[config.mk]
export PLATFORM = sky130hd
export DESIGN_NAME = imem_loader
export DESIGN_NICKNAME = d
export VERILOG_FILES = /design/src/rtl/imem_loader_pkg.sv /design/src/rtl/imem_loader_byte_packer32.sv /design/src/rtl/imem_loader.sv
export SDC_FILE = /design/constraint.sdc
export NUM_CORES = 1
export LEC_CHECK = 0
export ABC_CLOCK_PERIOD_IN_PS = 5200
export BUFFER_PORTS_ARGS = -buffer_cell sky130_fd_sc_hd__buf_2
export CORE_ASPECT_RATIO = 1.1
export CORE_MARGIN = 3
export CORE_UTILIZATION = 40
export DETAILED_ROUTE_END_ITERATION = 16
export PLACE_DENSITY = 0.67
export SYNTH_ARGS = -nofsm -noshare
export SYNTH_HDL_FRONTEND = slang
export SYNTH_SLANG_ARGS = --single-unit
[constraint.sdc]
create_clock -name clk -period 5.2 [get_ports clk]
set_input_delay 0.78 -clock clk [delete_from_list [all_inputs] [get_ports clk]]
set_output_delay 0.78 -clock clk [all_outputs]
set_load 0.02 [all_outputs]
[src/rtl/imem_loader_pkg.sv]
// Shared types and constants for the instruction-memory loader.
// Holds the loader state encodings and the BRAM word geometry.
package imem_loader_pkg;

  localparam int DATA_WIDTH     = 32;
  localparam int RAM_SIZE_WORDS = 1024;

  typedef enum logic [2:0] {
    LDR_IDLE  = 3'd0,
    LDR_LEN   = 3'd1,
    LDR_DATA  = 3'd2,
    LDR_CHECK = 3'd3,
    LDR_DONE  = 3'd4,
    LDR_ERROR = 3'd5
  } ldr_state_e;

endpackage

[src/rtl/imem_loader_byte_packer32.sv]
// Packs a little-endian byte stream into 32-bit words. word_valid flags the
// 4th byte; word is then the complete word including that incoming byte.
module byte_packer32 (
  input  logic        clk,
  input  logic        rst,
  input  logic        clear,
  input  logic        byte_en,
  input  logic [7:0]  byte_in,
  output logic        word_valid,
  output logic [31:0] word
);

  logic [1:0]  idx;
  logic [23:0] low;

  // The top byte is never stored: it is forwarded straight into word.
  always_ff @(posedge clk) begin
    if (!rst || clear) begin
      idx <= 2'd0;
      low <= 24'd0;
    end else if (byte_en) begin
      case (idx)
        2'd0:    low[7:0]   <= byte_in;
        2'd1:    low[15:8]  <= byte_in;
        2'd2:    low[23:16] <= byte_in;
        default: low        <= low;
      endcase
      idx <= idx + 2'd1;
    end
  end

  assign word_valid = byte_en && (idx == 2'd3);
  assign word       = {byte_in, low};

endmodule

[src/rtl/imem_loader.sv]
// Length-prefixed byte-stream loader driving the instruction BRAM write port.
// Define LOADER_CHECKSUM_EN to require a trailing mod-256 checksum byte.
module imem_loader
  import imem_loader_pkg::*;
#(
  parameter int ADDR_WIDTH = 10,
  parameter int MAX_WORDS  = RAM_SIZE_WORDS
) (
  input  logic                  clk,
  input  logic                  rst,
  input  logic                  start,
  input  logic [7:0]            s_byte,
  input  logic                  s_valid,
  output logic                  s_ready,
  output logic [ADDR_WIDTH-1:0] w_addr,
  output logic [DATA_WIDTH-1:0] w_dat,
  output logic                  w_enb,
  output logic [ADDR_WIDTH:0]   word_cnt,
  output logic                  cpu_hold,
  output logic                  done,
  output logic                  error
);

  localparam int CW = ADDR_WIDTH + 1;

`ifdef LOADER_CHECKSUM_EN
  localparam ldr_state_e FINAL_STATE = LDR_CHECK;
`else
  localparam ldr_state_e FINAL_STATE = LDR_DONE;
`endif

  ldr_state_e     state;
  logic [CW-1:0]  len_words;
  logic [CW-1:0]  word_cnt_nxt;
  logic           accept;
  logic           restartable;
  logic           pk_en;
  logic           pk_clear;
  logic           pk_valid;
  logic [31:0]    pk_word;

  assign s_ready      = (state == LDR_LEN) || (state == LDR_DATA) || (state == LDR_CHECK);
  assign done         = (state == LDR_DONE);
  assign error        = (state == LDR_ERROR);
  assign cpu_hold     = (state != LDR_DONE);
  assign accept       = s_valid && s_ready;
  assign restartable  = (state == LDR_IDLE) || (state == LDR_DONE) || (state == LDR_ERROR);
  assign pk_en        = accept && ((state == LDR_LEN) || (state == LDR_DATA));
  assign pk_clear     = start && restartable;
  assign word_cnt_nxt = word_cnt + CW'(1);

  // One packer serves both the length prefix and the payload words.
  byte_packer32 u_packer (
    .clk        (clk),
    .rst        (rst),
    .clear      (pk_clear),
    .byte_en    (pk_en),
    .byte_in    (s_byte),
    .word_valid (pk_valid),
    .word       (pk_word)
  );

`ifdef LOADER_CHECKSUM_EN
  logic [7:0] checksum;

  always_ff @(posedge clk) begin
    if (!rst || pk_clear) begin
      checksum <= 8'd0;
    end else if (accept && (state == LDR_DATA)) begin
      checksum <= checksum + s_byte;
    end
  end
`endif

  always_ff @(posedge clk) begin
    if (!rst) begin
      state     <= LDR_IDLE;
      w_enb     <= 1'b0;
      w_addr    <= '0;
      w_dat     <= '0;
      word_cnt  <= '0;
      len_words <= '0;
    end else begin
      w_enb <= 1'b0;
      case (state)
        LDR_IDLE, LDR_DONE, LDR_ERROR: begin
          if (start) begin
            state    <= LDR_LEN;
            word_cnt <= '0;
          end
        end
        LDR_LEN: begin
          if (pk_valid) begin
            if (pk_word > 32'(MAX_WORDS)) begin
              state <= LDR_ERROR;
            end else if (pk_word == 32'd0) begin
              state <= FINAL_STATE;
            end else begin
              state     <= LDR_DATA;
              len_words <= pk_word[CW-1:0];
            end
          end
        end
        LDR_DATA: begin
          if (pk_valid) begin
            w_enb    <= 1'b1;
            w_addr   <= word_cnt[ADDR_WIDTH-1:0];
            w_dat    <= pk_word;
            word_cnt <= word_cnt_nxt;
            if (word_cnt_nxt == len_words) begin
              state <= FINAL_STATE;
            end
          end
        end
`ifdef LOADER_CHECKSUM_EN
        LDR_CHECK: begin
          if (accept) begin
            state <= (s_byte == checksum) ? LDR_DONE : LDR_ERROR;
          end
        end
`endif
        default: state <= LDR_IDLE;
      endcase
    end
  end

endmodule

==> results of run 1 <==
## power groups by stage
stage,sequential [W],combinational [W],clock [W]
after floorplan,0.000745,0.0000595,0
after global placement,0.000747,0.0000790,0
after detailed placement,0.000748,0.0000801,0
after CTS,0.000731,0.0000803,0.000480
after global routing,0.000733,0.0000887,0.000511
final,0.000731,0.0000803,0.000465
## kinds of logic (layout without fill, tap and decap cells)
| family | after synthesis | in the layout | share of synthesized area |
|---|---|---|---|
| DFF | 94 | 94 | 0.441 |
| and+or+nand+nor | 239 | 239 | 0.273 |
| xor gates and xnor gates | 13 | 13 | 0.0267 |
| AOI/OAI and AO/OA | 109 | 109 | 0.165 |
| buffers and inverters | 43 | 92 | 0.0507 |
| adders and majority gates | 5 | 5 | 0.0147 |
| muxes | 12 | 12 | 0.0282 |
## final cells by class
cell class              instances  area [um^2]  share of cell area
clock inverters                 6         53.8              0.0112
clock buffers                  10          138              0.0287
repair buffers                 71          360              0.0751
well taps                     140          175              0.0365
flip-flops and latches         94         1880               0.392
multi-input cells             378         2170               0.452
inverters                       5         18.8             0.00391
## through the flow
step                setup WS [ns]  instances  total power [W]  utilization  area, um^2
finish                       2.41        704          0.00128        0.474        4800
global route                 2.13        704          0.00133        0.474        4800
CTS                          2.39        704          0.00129        0.474        4800
detailed placement           2.41        688         0.000828        0.455        4610
global placement             2.49        688         0.000826        0.455        4610
floorplan                    3.15        515         0.000804            -        4270
## layout by cell type (no fill, tap or decap), types with 3 or more instances in the layout
cell type / netlist / routed
a21boi_0: 15 / 15
a21boi_1: 25 / 25
a21oi_1: 40 / 40
and2_1: 9 / 9
buf_2: 11 / 69
clkbuf_8: 0 / 10
dfxtp_1: 94 / 94
ha_1: 5 / 5
inv_1: 5 / 5
mux2i_1: 12 / 12
nand2_1: 127 / 127
nand2b_1: 3 / 3
nand3_1: 31 / 31
nand4_1: 4 / 4
nor2_1: 16 / 15
nor2b_1: 15 / 15
nor3_1: 5 / 5
nor4_1: 8 / 8
o21ai_0: 8 / 8
o21ai_1: 4 / 4
or3_1: 3 / 3
xnor2_1: 7 / 7
xor2_1: 6 / 6
## layer usage
| layer | vias up | share of wire | GRT usage |
|---|---|---|---|
| met5 | - | 0 | 0 |
| met4 | 0 | 0.0072 | 0.0443 |
| met3 | 6 | 0.043 | 0.0378 |
| met2 | 84 | 0.51 | 0.317 |
| met1 | 1723 | 0.44 | 0.221 |
| li1 | 1842 | - | - |
## sequential cells by signal, summed over array words and instances (netlist names)
| signal | flops |
|---|---|
| w_addr | 10 |
| w_dat | 32 |
| u_packer.idx | 2 |
| w_enb | 1 |
| u_packer.low | 24 |
| word_cnt | 11 |
| len_words | 11 |
| state | 3 |
## worst min path at each step
stage | from | endpoint | slack [ns]
6_report | w_addr[8] | w_addr[8] | 0.45
2_1_floorplan | u_packer.low[19] | w_dat[19] | 0.44
5_1_grt | w_dat[30] | w_dat[30] | 0.48
4_1_cts | w_addr[8] | w_addr[8] | 0.46
3_5_place_dp | w_addr[8] | w_addr[8] | 0.44
3_3_place_gp | w_addr[8] | w_addr[8] | 0.44
## worst reg2reg max path, stage by stage (launching register included)
cell	delay (ns)
dfxtp_1	0.51
nor3b_4	0.37
nand3_2	0.79
and2_1	0.60
o21ai_1	0.17
o31ai_1	0.08
and2_1	0.19
==> flow_metrics.env, run 1 <==
export IMPL_ant_nets=0
export IMPL_hold_path_class="reg -> reg"
export IMPL_worstPathRequired_ns=5.45
export IMPL_slew_headroom=0.302
export IMPL_fin_worst_skew_ns=0.0161
export IMPL_port_buffers=69
export IMPL_post_route_min_period_ns=2.79
export IMPL_cts_buffer_depth=2
export IMPL_cts_buffers=9
export IMPL_ys_top_cells_by_count="nand2_1, dfxtp_1, a21oi_1"
export IMPL_grt_overflow=0
export IMPL_end_kind="flip-flop"
export IMPL_antenna_found_initial=0
export IMPL_die_area_mm2=0.0119
export IMPL_synth_distinct_cells=57
export IMPL_area_delta_synth_final_pct=12.5
export IMPL_fillers=1023
export IMPL_start_util=0.421
export IMPL_yosysSeqAreaShare=0.441
export IMPL_holdWs_ns=0.453
export IMPL_crit_slowest_cell="nand3_2"
export IMPL_rows=38
export IMPL_nNetsFinal=576
export IMPL_grt_pass1_vias=3562
export IMPL_viasPerCell=5.19
export IMPL_remaining_drc_errors=0
export IMPL_cp_arrival_ns=3.05
export IMPL_yosys_area_top_type_share=0.441
export IMPL_routed_wirelength_um=10500
export IMPL_dieHeight_um=114
export IMPL_power_density_mw_per_mm2=266
export IMPL_setup_viol=0
export IMPL_synth_largest_area_cell="dfxtp_1"
export IMPL_cts_resized=0
export IMPL_fmax_mhz=358
export IMPL_ys_warnings_count=0
export IMPL_path_clk_slew_ns=0.09
export IMPL_slew_violations=0
export IMPL_vias=3655
export IMPL_core_area_mm2=0.0101
export IMPL_start_kind="flip-flop"
export IMPL_syn_nets=532
export IMPL_wire_per_inst_um=14.9
export IMPL_drive_above_1_share=0.176
export IMPL_grt_use_total=0.178
export IMPL_synth_top_cells_by_area="dfxtp_1, nand2_1, a21oi_1"
export IMPL_drt_iter0_markers=143
export IMPL_crit_chain="nor3b_4, nand3_2, and2_1, o21ai_1, o31ai_1, and2_1"
export IMPL_io_pins=70
export IMPL_avgSynthCellArea_um2=8.28
export IMPL_hold_violations=0
export IMPL_fin_crit_sh=0.537
export IMPL_power_switching_w=0.000330
export IMPL_path_max_fanout=51
export IMPL_ys_seq_elements=94
export IMPL_setup_tns_ns=0
export IMPL_rsz0062_at_grt="false"
export IMPL_synth_edf_count=0
export IMPL_vdd_drop_max_mv=0.158
export IMPL_seqPwrFrac=0.573
export IMPL_num_antenna_cells=0
export IMPL_clk_latency_ns=0.36
export IMPL_crit_type="reg -> reg"
export IMPL_place_congestion=0.862
export IMPL_clock_sinks=94
export IMPL_ys_flop_type="dfxtp_1"
export IMPL_p_comb_frac=0.063
export IMPL_p_clk_frac=0.364
export IMPL_crit_end="word_cnt[4]"
export IMPL_critPathBufInv=0
export IMPL_crit_cells=6
export IMPL_cap_violations=0
export IMPL_total_leakage_power_nw=1.90
export IMPL_dr_pass1_iters=4
export IMPL_clock_tree_root_cell="clkbuf_8"
export IMPL_hold_buffers=0
export IMPL_die_w_um=104
export IMPL_cts_setup_buffers=0
export IMPL_p_int_w=0.000947
export IMPL_r2r_cells=6
export IMPL_startpoint="state[1]"
export IMPL_status="finished, final reports clean"
export IMPL_place_hpwl_um=7480
export IMPL_asyncSetResetFlopFracSynth=0
export IMPL_r2r_end="word_cnt[4]"
export IMPL_grt_max_degree=63
export IMPL_netSwitchingFraction=0.258
export IMPL_post_synth_top_count_cell="nand2_1"
export IMPL_syn_cell_area_mm2=0.00427
export IMPL_rrSetupSlack_ns=2.41
export IMPL_worstMarginPinSlew_ns=1.05
export IMPL_cts_tree="done"
export IMPL_cp_common_cell="and2_1"
export IMPL_whs_path_depth=2
export IMPL_grt_first_pass_wirelength_um=17500
export IMPL_synthCells=515
export IMPL_htreeDepth=3
export IMPL_reg2reg_from="state[1]"
export IMPL_max_stage_delay_ns=0.79
export IMPL_path_delay_family="simple AND/OR/NAND/NOR gates"
No activity file was read; power rests on OpenSTA's default activity.
==> inputs of run 2 (changes only) <==
Settings changed: ABC_CLOCK_PERIOD_IN_PS 5200 to 2600.
Clock period 5.2 ns to 2.6 ns, I/O delays scaled along.
==> flow_metrics.env, run 2 (synthesis results as in run 1) <==
export IMPL_final_cell_mix="nand2_1, dfxtp_1, buf_2"
export IMPL_fin_worst_skew_ns=0.0106
export IMPL_clock_sinks=94
export IMPL_crit_cells=6
export IMPL_largest_register="w_dat"
export IMPL_rows=38
export IMPL_path_delay_family="compound AO/OA/AOI/OAI gates"
export IMPL_clk_latency_ns=0.36
export IMPL_max_stage_delay_ns=0.53
export IMPL_setup_viol=0
export IMPL_vdd_drop_max_mv=0.262
export IMPL_nNetsFinal=586
export IMPL_holdPathEnd="u_packer.low[7]"
export IMPL_worstPathRequired_ns=2.86
export IMPL_hold_violations=0
export IMPL_antenna_found_initial=0
export IMPL_finalInstanceArea_mm2=0.00490
export IMPL_critPathBufInv=0
export IMPL_start_kind="flip-flop"
export IMPL_cts_buffer_depth=2
export IMPL_r2r_end="state[1]"
export IMPL_rrSetupSlack_ns=0.41
export IMPL_drt_iter0_markers=188
export IMPL_mostFrequentLayoutCell="nand2_1"
export IMPL_reg2reg_from="word_cnt[0]"
export IMPL_cts_setup_buffers=0
export IMPL_status="finished, final reports clean"
export IMPL_viasPerCell=5.34
export IMPL_crit_chain="ha_1, nand2_2, or4b_4, a221oi_2, a31oi_1, o21a_1"
export IMPL_placed_area_mm2=0.00468
export IMPL_path_max_fanout=10
export IMPL_fillers=1036
export IMPL_place_congestion=0.839
export IMPL_rsz0062_at_grt="false"
export IMPL_slew_violations=0
export IMPL_path_clk_slew_ns=0.10
export IMPL_cts_buffers=9
export IMPL_dr_pass1_iters=5
export IMPL_total_leakage_power_nw=1.96
export IMPL_crit_slowest_cell="dfxtp_1"
export IMPL_met3_usage=0.0350
export IMPL_r2r_cells=6
export IMPL_htreeDepth=3
export IMPL_area_delta_synth_final_pct=14.8
export IMPL_setup_slack_ns=0.406
export IMPL_grtUsageMet2=0.324
export IMPL_remaining_drc_errors=0
export IMPL_whs_path_depth=3
export IMPL_power_density_mw_per_mm2=544
export IMPL_cts_resized=0
export IMPL_end_kind="flip-flop"
export IMPL_hold_buffers=0
export IMPL_routed_wirelength_um=11100
export IMPL_dp_cells=698
export IMPL_die_w_um=104
export IMPL_hp_start="s_byte[7]"
export IMPL_vias=3814
export IMPL_num_antenna_cells=0
export IMPL_cap_violations=0
export IMPL_busiest_layer="met2"
export IMPL_grt_first_pass_wirelength_um=18300
export IMPL_ant_nets=0
export IMPL_grt_overflow=0
export IMPL_setup_tns_ns=0
export IMPL_crit_type="reg -> reg"
export IMPL_drive_above_1_share=0.190
export IMPL_grt_use_total=0.188
export IMPL_largest_register_ffs=32
export IMPL_worstMarginPinSlew_ns=0.680
export IMPL_reg_largest_list="w_dat x32, u_packer.low x24"
export IMPL_start_util=0.421
export IMPL_post_route_min_period_ns=2.19
export IMPL_hold_path_class="in -> reg"
export IMPL_place_hpwl_um=8080
export IMPL_clock_tree_root_cell="clkbuf_8"
export IMPL_die_area_mm2=0.0119
export IMPL_grt_max_degree=45
export IMPL_grt_pass1_vias=3691
export IMPL_dp_worst_setup_slack_ns=0.407
export IMPL_instances_no_fill=714
export IMPL_fin_crit_sh=0.844
export IMPL_grt_use_met1=0.237
export IMPL_dieHeight_um=114
export IMPL_cp_arrival_ns=2.46
export IMPL_slew_headroom=0.547
export IMPL_port_buffers=69
export IMPL_fmax_mhz=456
export IMPL_wire_per_inst_um=15.6
export IMPL_cts_tree="done"
export IMPL_io_pins=70
export IMPL_power_w=0.00266
export IMPL_core_area_mm2=0.0101
==> run 2: changes by cell type in the layout (fill, tap and decap cells not counted), sizes merged <==
| cell | delta |
|---|---|
| buf | +10 |
| inv | -2 |
| bufinv | +1 |
| clkinv | +1 |
==> run 2: final cells by class <==
type | count | area, um^2 | area share
Clock buffer | 10 | 138 | 0.0281
Clock inverter | 6 | 80.1 | 0.0163
Inverter | 5 | 18.8 | 0.00383
Multi-Input combinational cell | 378 | 2170 | 0.443
Sequential cell | 94 | 1880 | 0.384
Tap cell | 140 | 175 | 0.0358
Timing Repair Buffer | 81 | 435 | 0.0889
==> run 2: through the flow <==
stage          hold WS, ns  utilization
6_report             0.320        0.484
5_1_grt              0.336        0.484
4_1_cts              0.313        0.484
3_5_place_dp         0.443        0.462
3_3_place_gp         0.439        0.462
2_1_floorplan        0.444            -
==> run 2: worst max path at each step <==
stage,start,endpoint
after global routing,word_cnt[0],state[1]
after global placement,word_cnt[0],state[1]
final,word_cnt[0],state[1]
after floorplan,word_cnt[1],state[1]
after CTS,word_cnt[0],state[1]
after detailed placement,word_cnt[0],state[1]
==> run 2: worst min-delay path: stages <==
cell and delay [ns]:
buf_2 0.13, nand3_1 0.07, a21oi_1 0.05
==> run 2: routing by layer <==
layer  vias up  wire (um)
met3        19        654
li1       1856          -
met5         -          0
met1      1803       4850
met2       136       5450
met4         0        171
==> run 2: where the power goes <==
part | total, W | switching, W | internal [W]
Combinational | 0.000166 | 0.000108 | 0.0000584
Sequential | 0.00146 | 0.0000154 | 0.00145
Clock | 0.00103 | 0.000548 | 0.000486
Total | 0.00266 | 0.000672 | 0.00199
